**src/rtl/stopwatch_pkg.sv**
```systemverilog
// Shared types and helpers for the BCD stopwatch: FSM state encoding, digit width and per-digit modulus.
package stopwatch_pkg;

    localparam int DIGIT_W = 4;

    typedef enum logic [1:0] {
        ST_IDLE  = 2'd0,
        ST_RUN   = 2'd1,
        ST_LAP   = 2'd2,
        ST_PAUSE = 2'd3
    } sw_state_t;

    // Mixed radix: digits 3 and 5 are tens-of-seconds / tens-of-minutes.
    function automatic int digit_mod(input int idx);
        return ((idx == 3) || (idx == 5)) ? 6 : 10;
    endfunction

endpackage

```
**src/rtl/stopwatch_if.sv**
```systemverilog
// Control pulses and display outputs of the stopwatch; countdown signals appear with COUNTDOWN_EN.
interface stopwatch_if #(
    parameter int NUM_DIGITS = 6
);
    import stopwatch_pkg::*;

    logic                          start_stop;
    logic                          lap;
    logic                          clear;
    logic [DIGIT_W*NUM_DIGITS-1:0] out_time;
    logic                          running;
    logic                          lap_hold;
    logic                          tick;
    logic                          wrap;
`ifdef COUNTDOWN_EN
    logic                          dir_down;
    logic                          load;
    logic [DIGIT_W*NUM_DIGITS-1:0] preset;

    modport master (
        output start_stop, lap, clear, dir_down, load, preset,
        input  out_time, running, lap_hold, tick, wrap
    );
    modport slave (
        input  start_stop, lap, clear, dir_down, load, preset,
        output out_time, running, lap_hold, tick, wrap
    );
`else
    modport master (
        output start_stop, lap, clear,
        input  out_time, running, lap_hold, tick, wrap
    );
    modport slave (
        input  start_stop, lap, clear,
        output out_time, running, lap_hold, tick, wrap
    );
`endif

endinterface

```
**src/rtl/stopwatch_bcd_digit.sv**
```systemverilog
// One BCD digit of modulus MOD: computes the stepped value and the carry/borrow into the next digit.
module bcd_digit
    import stopwatch_pkg::*;
#(
    parameter int MOD = 10
) (
    input  logic [DIGIT_W-1:0] value,
    input  logic               inc,
    input  logic               dec,
    output logic [DIGIT_W-1:0] next_value,
    output logic               carry_out,
    output logic               borrow_out
);

    localparam logic [DIGIT_W-1:0] MAX_V = DIGIT_W'(MOD - 1);

    logic at_max_s;
    logic at_zero_s;

    assign at_max_s   = (value >= MAX_V);
    assign at_zero_s  = (value == 4'd0);
    assign carry_out  = inc & at_max_s;
    assign borrow_out = dec & at_zero_s;

    // Step the digit up or down, wrapping at the modulus boundary.
    always_comb begin
        next_value = value;
        if (inc) begin
            next_value = at_max_s ? 4'd0 : (value + 4'd1);
        end else if (dec) begin
            next_value = at_zero_s ? MAX_V : (value - 4'd1);
        end else begin
            next_value = value;
        end
    end

endmodule

```
**src/rtl/stopwatch_core.sv**
```systemverilog
// BCD stopwatch engine: prescaler, run/lap/pause FSM, lap register and registered display mux.
// Optional countdown with preset load is enabled by defining COUNTDOWN_EN.
module stopwatch_core
    import stopwatch_pkg::*;
#(
    parameter int CLK_HZ     = 50_000_000,
    parameter int TICK_HZ    = 100,
    parameter int NUM_DIGITS = 6
) (
    input  logic       clk_sys,
    input  logic       rst,
    stopwatch_if.slave bus
);

    localparam int DIV = CLK_HZ / TICK_HZ;
    localparam int PW  = (DIV > 2) ? $clog2(DIV) : 1;
    localparam int TW  = DIGIT_W * NUM_DIGITS;
    localparam logic [PW-1:0] PMAX = PW'(DIV - 1);

    sw_state_t       state_r, state_n;
    logic [PW-1:0]   presc_r, presc_n;
    logic [TW-1:0]   count_r, count_n;
    logic [TW-1:0]   lap_r, lap_n;
    logic [TW-1:0]   out_time_r;
    logic            running_r, lap_hold_r, tick_r, wrap_r;
    logic            wrap_n;

    logic            counting_s, step_s, dn_s, load_s;
    logic            inc_s, dec_s, terminal_s, zero_hit_s;
    logic [TW-1:0]   preset_s, step_cnt_s, tick_cnt_s;
    logic [NUM_DIGITS:0] carry_s, borrow_s;

`ifdef COUNTDOWN_EN
    function automatic logic [TW-1:0] clamp_preset(input logic [TW-1:0] raw);
        logic [TW-1:0]      res;
        logic [DIGIT_W-1:0] d;
        logic [DIGIT_W-1:0] mx;
        res = '0;
        for (int i = 0; i < NUM_DIGITS; i++) begin
            d  = raw[i*DIGIT_W +: DIGIT_W];
            mx = DIGIT_W'(digit_mod(i) - 1);
            res[i*DIGIT_W +: DIGIT_W] = (d > mx) ? mx : d;
        end
        return res;
    endfunction

    assign dn_s     = bus.dir_down;
    assign load_s   = bus.load;
    assign preset_s = clamp_preset(bus.preset);
`else
    assign dn_s     = 1'b0;
    assign load_s   = 1'b0;
    assign preset_s = '0;
`endif

    assign counting_s  = (state_r == ST_RUN) || (state_r == ST_LAP);
    assign step_s      = counting_s && (presc_r == PMAX);
    assign inc_s       = step_s && !dn_s;
    assign dec_s       = step_s && dn_s;
    assign carry_s[0]  = inc_s;
    assign borrow_s[0] = dec_s;

    for (genvar g = 0; g < NUM_DIGITS; g++) begin : g_digit
        bcd_digit #(
            .MOD(digit_mod(g))
        ) u_digit (
            .value     (count_r[g*DIGIT_W +: DIGIT_W]),
            .inc       (carry_s[g]),
            .dec       (borrow_s[g]),
            .next_value(step_cnt_s[g*DIGIT_W +: DIGIT_W]),
            .carry_out (carry_s[g+1]),
            .borrow_out(borrow_s[g+1])
        );
    end

    // A borrow out of the top digit means the count was already zero: hold at zero instead.
    assign tick_cnt_s = borrow_s[NUM_DIGITS] ? '0 : step_cnt_s;
    assign zero_hit_s = dec_s && !borrow_s[NUM_DIGITS] && (step_cnt_s == '0);
    assign terminal_s = dec_s && (borrow_s[NUM_DIGITS] || (step_cnt_s == '0));

    // Next-state, prescaler, count and lap-register selection with clear > start_stop > lap priority.
    always_comb begin
        state_n = state_r;
        count_n = tick_cnt_s;
        lap_n   = lap_r;
        wrap_n  = carry_s[NUM_DIGITS] | zero_hit_s;
        if (counting_s) begin
            presc_n = (presc_r == PMAX) ? '0 : (presc_r + PW'(1));
        end else begin
            presc_n = presc_r;
        end
        case (state_r)
            ST_IDLE: begin
                presc_n = '0;
                if (bus.start_stop) begin
                    state_n = ST_RUN;
                end else if (load_s) begin
                    state_n = ST_PAUSE;
                    count_n = preset_s;
                end else begin
                    state_n = ST_IDLE;
                end
            end
            ST_RUN: begin
                if (terminal_s || bus.start_stop) begin
                    state_n = ST_PAUSE;
                end else if (bus.lap) begin
                    state_n = ST_LAP;
                    lap_n   = count_r;
                end else begin
                    state_n = ST_RUN;
                end
            end
            ST_LAP: begin
                if (terminal_s || bus.start_stop) begin
                    state_n = ST_PAUSE;
                end else if (bus.lap) begin
                    state_n = ST_RUN;
                end else begin
                    state_n = ST_LAP;
                end
            end
            ST_PAUSE: begin
                if (bus.clear) begin
                    state_n = ST_IDLE;
                    count_n = '0;
                    presc_n = '0;
                end else if (bus.start_stop) begin
                    state_n = ST_RUN;
                end else if (load_s) begin
                    state_n = ST_PAUSE;
                    count_n = preset_s;
                end else begin
                    state_n = ST_PAUSE;
                end
            end
            default: begin
                state_n = ST_IDLE;
                count_n = '0;
                presc_n = '0;
                lap_n   = '0;
                wrap_n  = 1'b0;
            end
        endcase
    end

    // State and output registers; display is computed from next-state values so it tracks tick.
    always_ff @(posedge clk_sys) begin
        if (rst) begin
            state_r    <= ST_IDLE;
            presc_r    <= '0;
            count_r    <= '0;
            lap_r      <= '0;
            out_time_r <= '0;
            running_r  <= 1'b0;
            lap_hold_r <= 1'b0;
            tick_r     <= 1'b0;
            wrap_r     <= 1'b0;
        end else begin
            state_r    <= state_n;
            presc_r    <= presc_n;
            count_r    <= count_n;
            lap_r      <= lap_n;
            out_time_r <= (state_n == ST_LAP) ? lap_n : count_n;
            running_r  <= (state_n == ST_RUN) || (state_n == ST_LAP);
            lap_hold_r <= (state_n == ST_LAP);
            tick_r     <= step_s;
            wrap_r     <= wrap_n;
        end
    end

    assign bus.out_time = out_time_r;
    assign bus.running  = running_r;
    assign bus.lap_hold = lap_hold_r;
    assign bus.tick     = tick_r;
    assign bus.wrap     = wrap_r;

endmodule
```
**src/flat_wrapper.sv**
```systemverilog
// flat-port wrapper written by rule: the top's interface ports become plain ports
module stopwatch_core_flat import stopwatch_pkg::*;
#(
    parameter int CLK_HZ     = 50_000_000,
    parameter int TICK_HZ    = 100,
    parameter int NUM_DIGITS = 6
)
  (clk_sys, rst, bus_start_stop, bus_lap, bus_clear, bus_out_time, bus_running, bus_lap_hold, bus_tick, bus_wrap);
  stopwatch_if #(.NUM_DIGITS(NUM_DIGITS)) bus_i ();
  input  logic clk_sys;
  input  logic rst;
  input wire logic [$bits(bus_i.start_stop)-1:0] bus_start_stop;
  input wire logic [$bits(bus_i.lap)-1:0] bus_lap;
  input wire logic [$bits(bus_i.clear)-1:0] bus_clear;
  output wire logic [$bits(bus_i.out_time)-1:0] bus_out_time;
  output wire logic [$bits(bus_i.running)-1:0] bus_running;
  output wire logic [$bits(bus_i.lap_hold)-1:0] bus_lap_hold;
  output wire logic [$bits(bus_i.tick)-1:0] bus_tick;
  output wire logic [$bits(bus_i.wrap)-1:0] bus_wrap;
  assign bus_i.start_stop = bus_start_stop;
  assign bus_i.lap = bus_lap;
  assign bus_i.clear = bus_clear;
  assign bus_out_time = bus_i.out_time;
  assign bus_running = bus_i.running;
  assign bus_lap_hold = bus_i.lap_hold;
  assign bus_tick = bus_i.tick;
  assign bus_wrap = bus_i.wrap;
  stopwatch_core #(.CLK_HZ(CLK_HZ), .TICK_HZ(TICK_HZ), .NUM_DIGITS(NUM_DIGITS)) u_core (.clk_sys(clk_sys), .rst(rst), .bus(bus_i));
endmodule
```
**config.mk**
```make
export PLATFORM = sky130hd
export DESIGN_NAME = stopwatch_core_flat
export DESIGN_NICKNAME = d
export VERILOG_FILES = /design/src/rtl/stopwatch_pkg.sv /design/src/rtl/stopwatch_if.sv /design/src/rtl/stopwatch_bcd_digit.sv /design/src/rtl/stopwatch_core.sv /design/src/flat_wrapper.sv
export SDC_FILE = /design/constraint.sdc
export NUM_CORES = 1
export LEC_CHECK = 0
export BUFFER_PORTS_ARGS = -buffer_cell sky130_fd_sc_hd__buf_2
export CAP_MARGIN = 10
export CORE_ASPECT_RATIO = 1.5
export CORE_MARGIN = 4
export CORE_UTILIZATION = 30
export DETAILED_ROUTE_END_ITERATION = 10
export GPL_ROUTABILITY_DRIVEN = 0
export GPL_TIMING_DRIVEN = 0
export PLACE_DENSITY = 0.45
export SYNTH_ARGS = -nofsm -noshare
export SYNTH_HDL_FRONTEND = slang
export SYNTH_SLANG_ARGS = --single-unit
```
**constraint.sdc**
```tcl
create_clock -name clk_sys -period 3.6 [get_ports clk_sys]
set_input_delay 0.36 -clock clk_sys [delete_from_list [all_inputs] [get_ports clk_sys]]
set_output_delay 0.36 -clock clk_sys [all_outputs]
set_load 0.1 [all_outputs]
```
# Yosys cells after proc, flatten, opt, wreduce, memory -nomap -nowiden
# Cells that the tools add are included.
# word_totals
regBits,97
latch_bits,0
ramBits,0
rom_bits,0
inputBits,5
output_inout_bits,28
word_cells,68
memories,0
# op_classes
n_addsub,7
n_mul,0
n_div,0
magnitude_cmp,6
eq_ne,6
shifts,0
n_mux,30
n_bitwise,6
n_reduce_logical,4
# op_table
operator,n
24-bit 2-to-1 mux,6
19-bit 2-to-1 mux,3
4-bit 2-to-1 mux,12
19-bit case mux with 2 select lines,1
"4-bit by 1-bit adder with 4-bit output, second input constant",6
"19-bit by 1-bit adder with 19-bit output, second input constant",1
"19-bit equality test, second input constant",1
"4-bit >= comparator, second input constant",4
2-bit 2-to-1 mux,6
"4-bit by 3-bit >= comparator with 1-bit output, second input constant",2
2-bit case mux with 4 select lines,1
1-bit AND,6
"2-bit equality test, second input constant",3
"2-bit by 1-bit equality test with 1-bit output, second input constant",2
2-bit logical NOT,1
1-bit logical OR,2
1-bit logical AND,1
1-bit 2-to-1 mux,1

# Logic depth before layout (Yosys ltp)
# depth
ltp_word,12
ltp_mapped,14
mapped_depth_nobuf,12

# By module
# Synthesis repeated with hierarchy kept, for this count alone.
# hier_totals
hier_cells,535
area_unflattened_um2,5016.1
# modules_own_cells
module,n_inst,cells_per_inst,area_per_inst_um2,seq_area_each_um2
stopwatch_core,1,321,3414.5,1941.9
bcd_digit (u_core.g_digit[0].u_digit ...),4,36,274.0,0.0
bcd_digit (u_core.g_digit[3].u_digit ...),2,35,252.7,0.0

# Worst setup path before layout
# No wires, ideal clock.
# synth_path
path_kind,flip-flop to flip-flop
startpoint,register u_core.state_r[0]
endpoint,register u_core.out_time_r[0] (netlist: u_core.bus.out_time[0])
setup_time_ns,0.095
t_arrival_ns,2.411
required_time_ns,3.505
setup_slack_ns,1.093
path_stages_with_launch,13
path_buffers,3
synth_period_minus_slack_ns,2.507
cell_sequence,dfxtp_1 -> ha_1 -> nor2b_1 -> nor2_1 -> a221oi_1 -> ha_1 -> clkbuf_1 -> nand2b_1 -> clkbuf_1 -> inv_1 -> clkbuf_1 -> a21oi_1 -> a221oi_1
# synth_via
elab_cells_between_ends,13
classes_between,eq/ne: 4; mux: 6; reduce/logical: 3
# synth_lines
element,line,text
from (decl),stopwatch_core.sv:20,"sw_state_t state_r, state_n;"
from (signal assigned),stopwatch_core.sv:160,state_r <= state_n;
2-bit equality test (tied with other cells),stopwatch_core.sv:92,case (state_r)
2-bit case mux with 4 select lines *,stopwatch_core.sv:92,
named net u_core.state_n[1],stopwatch_core.sv:20,
2-bit equality test *,stopwatch_core.sv:164,out_time_r <= (state_n == ST_LAP) ? lap_n : count_n;
24-bit 2-to-1 mux *,stopwatch_core.sv:164,
to (signal assigned),stopwatch_core.sv:164,
to (decl),stopwatch_core.sv:24,logic [TW-1:0] out_time_r;
# Mark *: on every way through the listed nets, which the timed path passes. The rest lies on a longest branch.
# A chain may end at the register's enable or synchronous reset.

# Worst setup path in the final report
# Ends and elaborated chain as after synthesis.

==> impl_metrics.yaml <==
run_status:
  status: "finished, final reports clean"
global_routing:
  antenna_found_initial: 0
  grt_pass1_vias: 3826
  grtUsageTotal_pct: 15.52
  grt_overflow: 0
  grt_max_degree: 18
  grt_pass1_wl_mm: 20.17
placed_design:
  dpl_cell_area_mm2: 0.004841
  dp_hpwl_mm: 9.128
  port_buffers: 31
synthesis:
  synth_most_common_cell: "dfxtp_1"
  ys_warn_count: 0
  synthXorXnorAreaFrac_pct: 3.748
  synth_top_area_share_pct: 43.73
  syn_area_mm2: 0.004441
  synth_compound_area_share_pct: 14.06
  yosysTopAreaCell: "dfxtp_1"
  syn_area_per_cell_um2: 8.899
  synth_cell_type_count: 55
  netlist_top_cells_area: "dfxtp_1 (44%), ha_1 (6.8%), nor2_1 (6.1%)"
  synthFlopType: "dfxtp_1"
  synthAdderAreaFrac_pct: 6.762
  syn_nets: 528
  async_reset_ff_share_pct: 0
  seq_area_frac_synth_pct: 43.73
  synth_edf_count: 0
  synth-simple-area-share_pct: 23.50
  synth_mux_area_share_pct: 4.621
  synthCells: 499
  synth-seq-cells: 97
  synth_top_family_by_area: "simple AND/OR/NAND/NOR gates"
  synth_commonest_cells: "dfxtp_1 (97), nor2_1 (72), nand2_1 (35)"
cts:
  post_cts_buffers: 0
  numCtsBuffers: 9
  cts.sinks: 97
  cts-root-buf: "clkbuf_16"
  ctsHtreeMaxLevel: 3
  hold_buffers: 0
  clk_pin_slew_ps: 70
  clockBufferDepth: 2
  cts_tree: "done"
  worstSkewPairLatency_ps: 340
sta:
  tightestPinTransition_ps: 988.3
  slew_headroom_pct: 34.11
  hold_viol: 0
  grt_setup_unrepaired: "no"
  whs_ps: 351.5
  fmax_mhz: 312.1
  drv_slew: 0
  setup_viol: 0
  skew_ps: 8.486
  period_minus_slack_ps: 3204
  min_period_over_period_pct: 88.99
worst_setup_path:
  r2r_setup_slack_ps: 400
  critical-path-slowest-cell: "ha_2"
  required_ps: 3820
  crit_type: "flip-flop to flip-flop"
  crit_chain: "ha_1, nor2b_1, nor2_1, a221oi_1, ha_2, nand2b_1, clkbuf_1, inv_1, clkbuf_2, a21oi_1, a221oi_1"
  startpoint: "u_core.state_r[0]$_SDFF_PP0_"
  timing.critical_path.mode_cell: "a221oi_1"
  critPathArrivalTime_ps: 3420
  regToRegEndpoint: "u_core.bus.out_time[0]$_SDFF_PP0_"
  crit_fanout: 10
  max_stage_delay_ps: 420
  r2r-start: "u_core.state_r[0]$_SDFF_PP0_"
  r2r_cells: 11
  worstSetupStartpointType: "flip-flop"
  critPathCaptureType: "flip-flop"
hold_path:
  hold_depth: 2
  worstHoldStart: "rst"
  worstHoldEndpoint: "u_core.state_r[1]$_SDFF_PP0_"
  hold_path_class: "input port to flip-flop"
power_and_ir_drop:
  swShare_pct: 25.26
  ir_drop_v: 0.0001776
  p_switching_uw: 532.5
  pwr-share-comb_pct: 5.8
  cellInternalPower_mw: 1.575
  power.share.sequential_pct: 51.3
  p_per_area_mw_per_mm2: 411.6
  clockPowerShare_pct: 42.9
  p_leak_nw: 2.046
layout:
  finish.utilization_pct: 35.25
  final_area_mm2: 0.005121
  drive_above_1_share_pct: 11.38
  n_antenna_cell: 0
  layout.nets: 569
  area_growth_pct: 15.33
  fillers: 1525
drt:
  viasPerCell: 5.089
  routedWlPerCell_um: 16.68
  finalWirelength_mm: 12.36
  drtPass1Iterations: 4
  drc: 0
  first_iter_violations: 160
  vias: 3771
  ant_nets: 0
floorplan:
  start_util_pct: 30.57
  die_w_um: 107.3
  pin_count: 33
  rows: 54
  die_area_mm2: 0.01685
  die_height_um: 157.0
  core_region_area_mm2: 0.01453
flow_run:
  cap_violations: 0
[through the flow]
stage	TNS [ps]	worst slack, ps	cells	total power, mW
floorplan	0	1093	499	1.194
global placement	-142.6	-142.6	726	1.231
detailed placement	-174.7	-174.7	726	1.231
CTS	0	45.74	742	2.152
global route	0	129.9	741	2.196
finish	0	396.4	741	2.108
[area by class of cell]
| type | count | area, um2 | share of cell area, % |
|---|---|---|---|
| multi-input combinational | 360 | 2342 | 45.74 |
| sequential | 97 | 1942 | 37.92 |
| tap | 196 | 245.2 | 4.789 |
| clock buffer | 9 | 225.2 | 4.398 |
| timing repair buffer | 31 | 155.1 | 3.030 |
| buffer | 24 | 92.59 | 1.808 |
| inverter | 17 | 63.81 | 1.246 |
| clock inverter | 7 | 55.05 | 1.075 |
[worst max path at each step]
stage | endpoint | slack (ps) | cells after the start
final | u_core.bus.out_time[0]$_SDFF_PP0_ | 400 | 11
after global routing | u_core.bus.out_time[0]$_SDFF_PP0_ | 130 | 11
after CTS | u_core.bus.out_time[0]$_SDFF_PP0_ | 50 | 12
after detailed placement | u_core.bus.out_time[0]$_SDFF_PP0_ | -170 | 12
after global placement | u_core.bus.out_time[0]$_SDFF_PP0_ | -140 | 12
after floorplan | u_core.bus.out_time[0]$_SDFF_PP0_ | 1090 | 12
[cell families (layout without fill, tap and decap cells)]
| logic type | count (synthesis) | after routing |
|---|---|---|
| adder cells (fa/ha/maj) | 24 | 24 |
| AND/OR/NAND/NOR | 205 | 205 |
| flip-flops | 97 | 97 |
| XOR/XNOR | 19 | 19 |
| multiplexers | 20 | 20 |
| buffers and inverters | 42 | 88 |
| AO/OA/AOI/OAI | 92 | 92 |
[cell usage in the layout (no fill, tap or decap), types with 4 or more instances in the layout]
cell / synthesis / final
dfxtp_1: 97 / 97
nor2_1: 72 / 72
nand2_1: 35 / 35
a21oi_1: 32 / 32
buf_2: 0 / 31
nand3_1: 25 / 25
ha_1: 24 / 23
mux2i_1: 19 / 19
clkbuf_1: 21 / 19
inv_1: 17 / 17
nand4_1: 17 / 17
xor2_1: 14 / 14
o21ai_0: 11 / 11
a221oi_1: 10 / 10
and3_1: 10 / 10
nor3_1: 9 / 9
clkbuf_16: 0 / 9
nand2b_1: 6 / 6
nor2b_1: 5 / 5
a21o_1: 5 / 5
xnor2_1: 5 / 5
o2111ai_1: 5 / 5
a31oi_1: 5 / 5
clkinvlp_4: 0 / 5
or3_1: 4 / 4
[metal layers]
metal  global-route usage [%]  vias up  wire [um]
met5                        0        -          0
met4                    7.461        0        459
met3                    3.242       27        414
met2                    27.42       72       6331
met1                    17.71     1803       5152
li1                         -     1869          -
[critical path: cells and delay by family (launching register included)]
family          cells  cell delay (ps)
compound gates      3              850
fa+ha+maj           2              620
buf+inv             3              740
flops               1              370
simple gates        3              500
[repair_timing]
item	CTS	global route
resized for setup	1	1
cloned	0	0
hold endpoints to repair	0	0
endpoints found under the setup margin	1	1
[power by group through the flow]
stage	clock, mW	sequential (mW)	combinational [mW]
6_report	0.904	1.08	0.122
3_5_place_dp	0	1.11	0.123
2_1_floorplan	0	1.15	0.0476
5_1_grt	0.983	1.08	0.131
4_1_cts	0.947	1.08	0.124
3_3_place_gp	0	1.11	0.124
[state kept, by name (all words and copies together) (netlist names)]
name                 cells
u_core.state_r           2
u_core.bus.tick          1
u_core.bus.lap_hold      1
u_core.count_r          24
u_core.bus.wrap          1
u_core.bus.out_time     24
u_core.presc_r          19
u_core.bus.running       1
u_core.lap_r            24
Power figures use the tool's default switching activity.
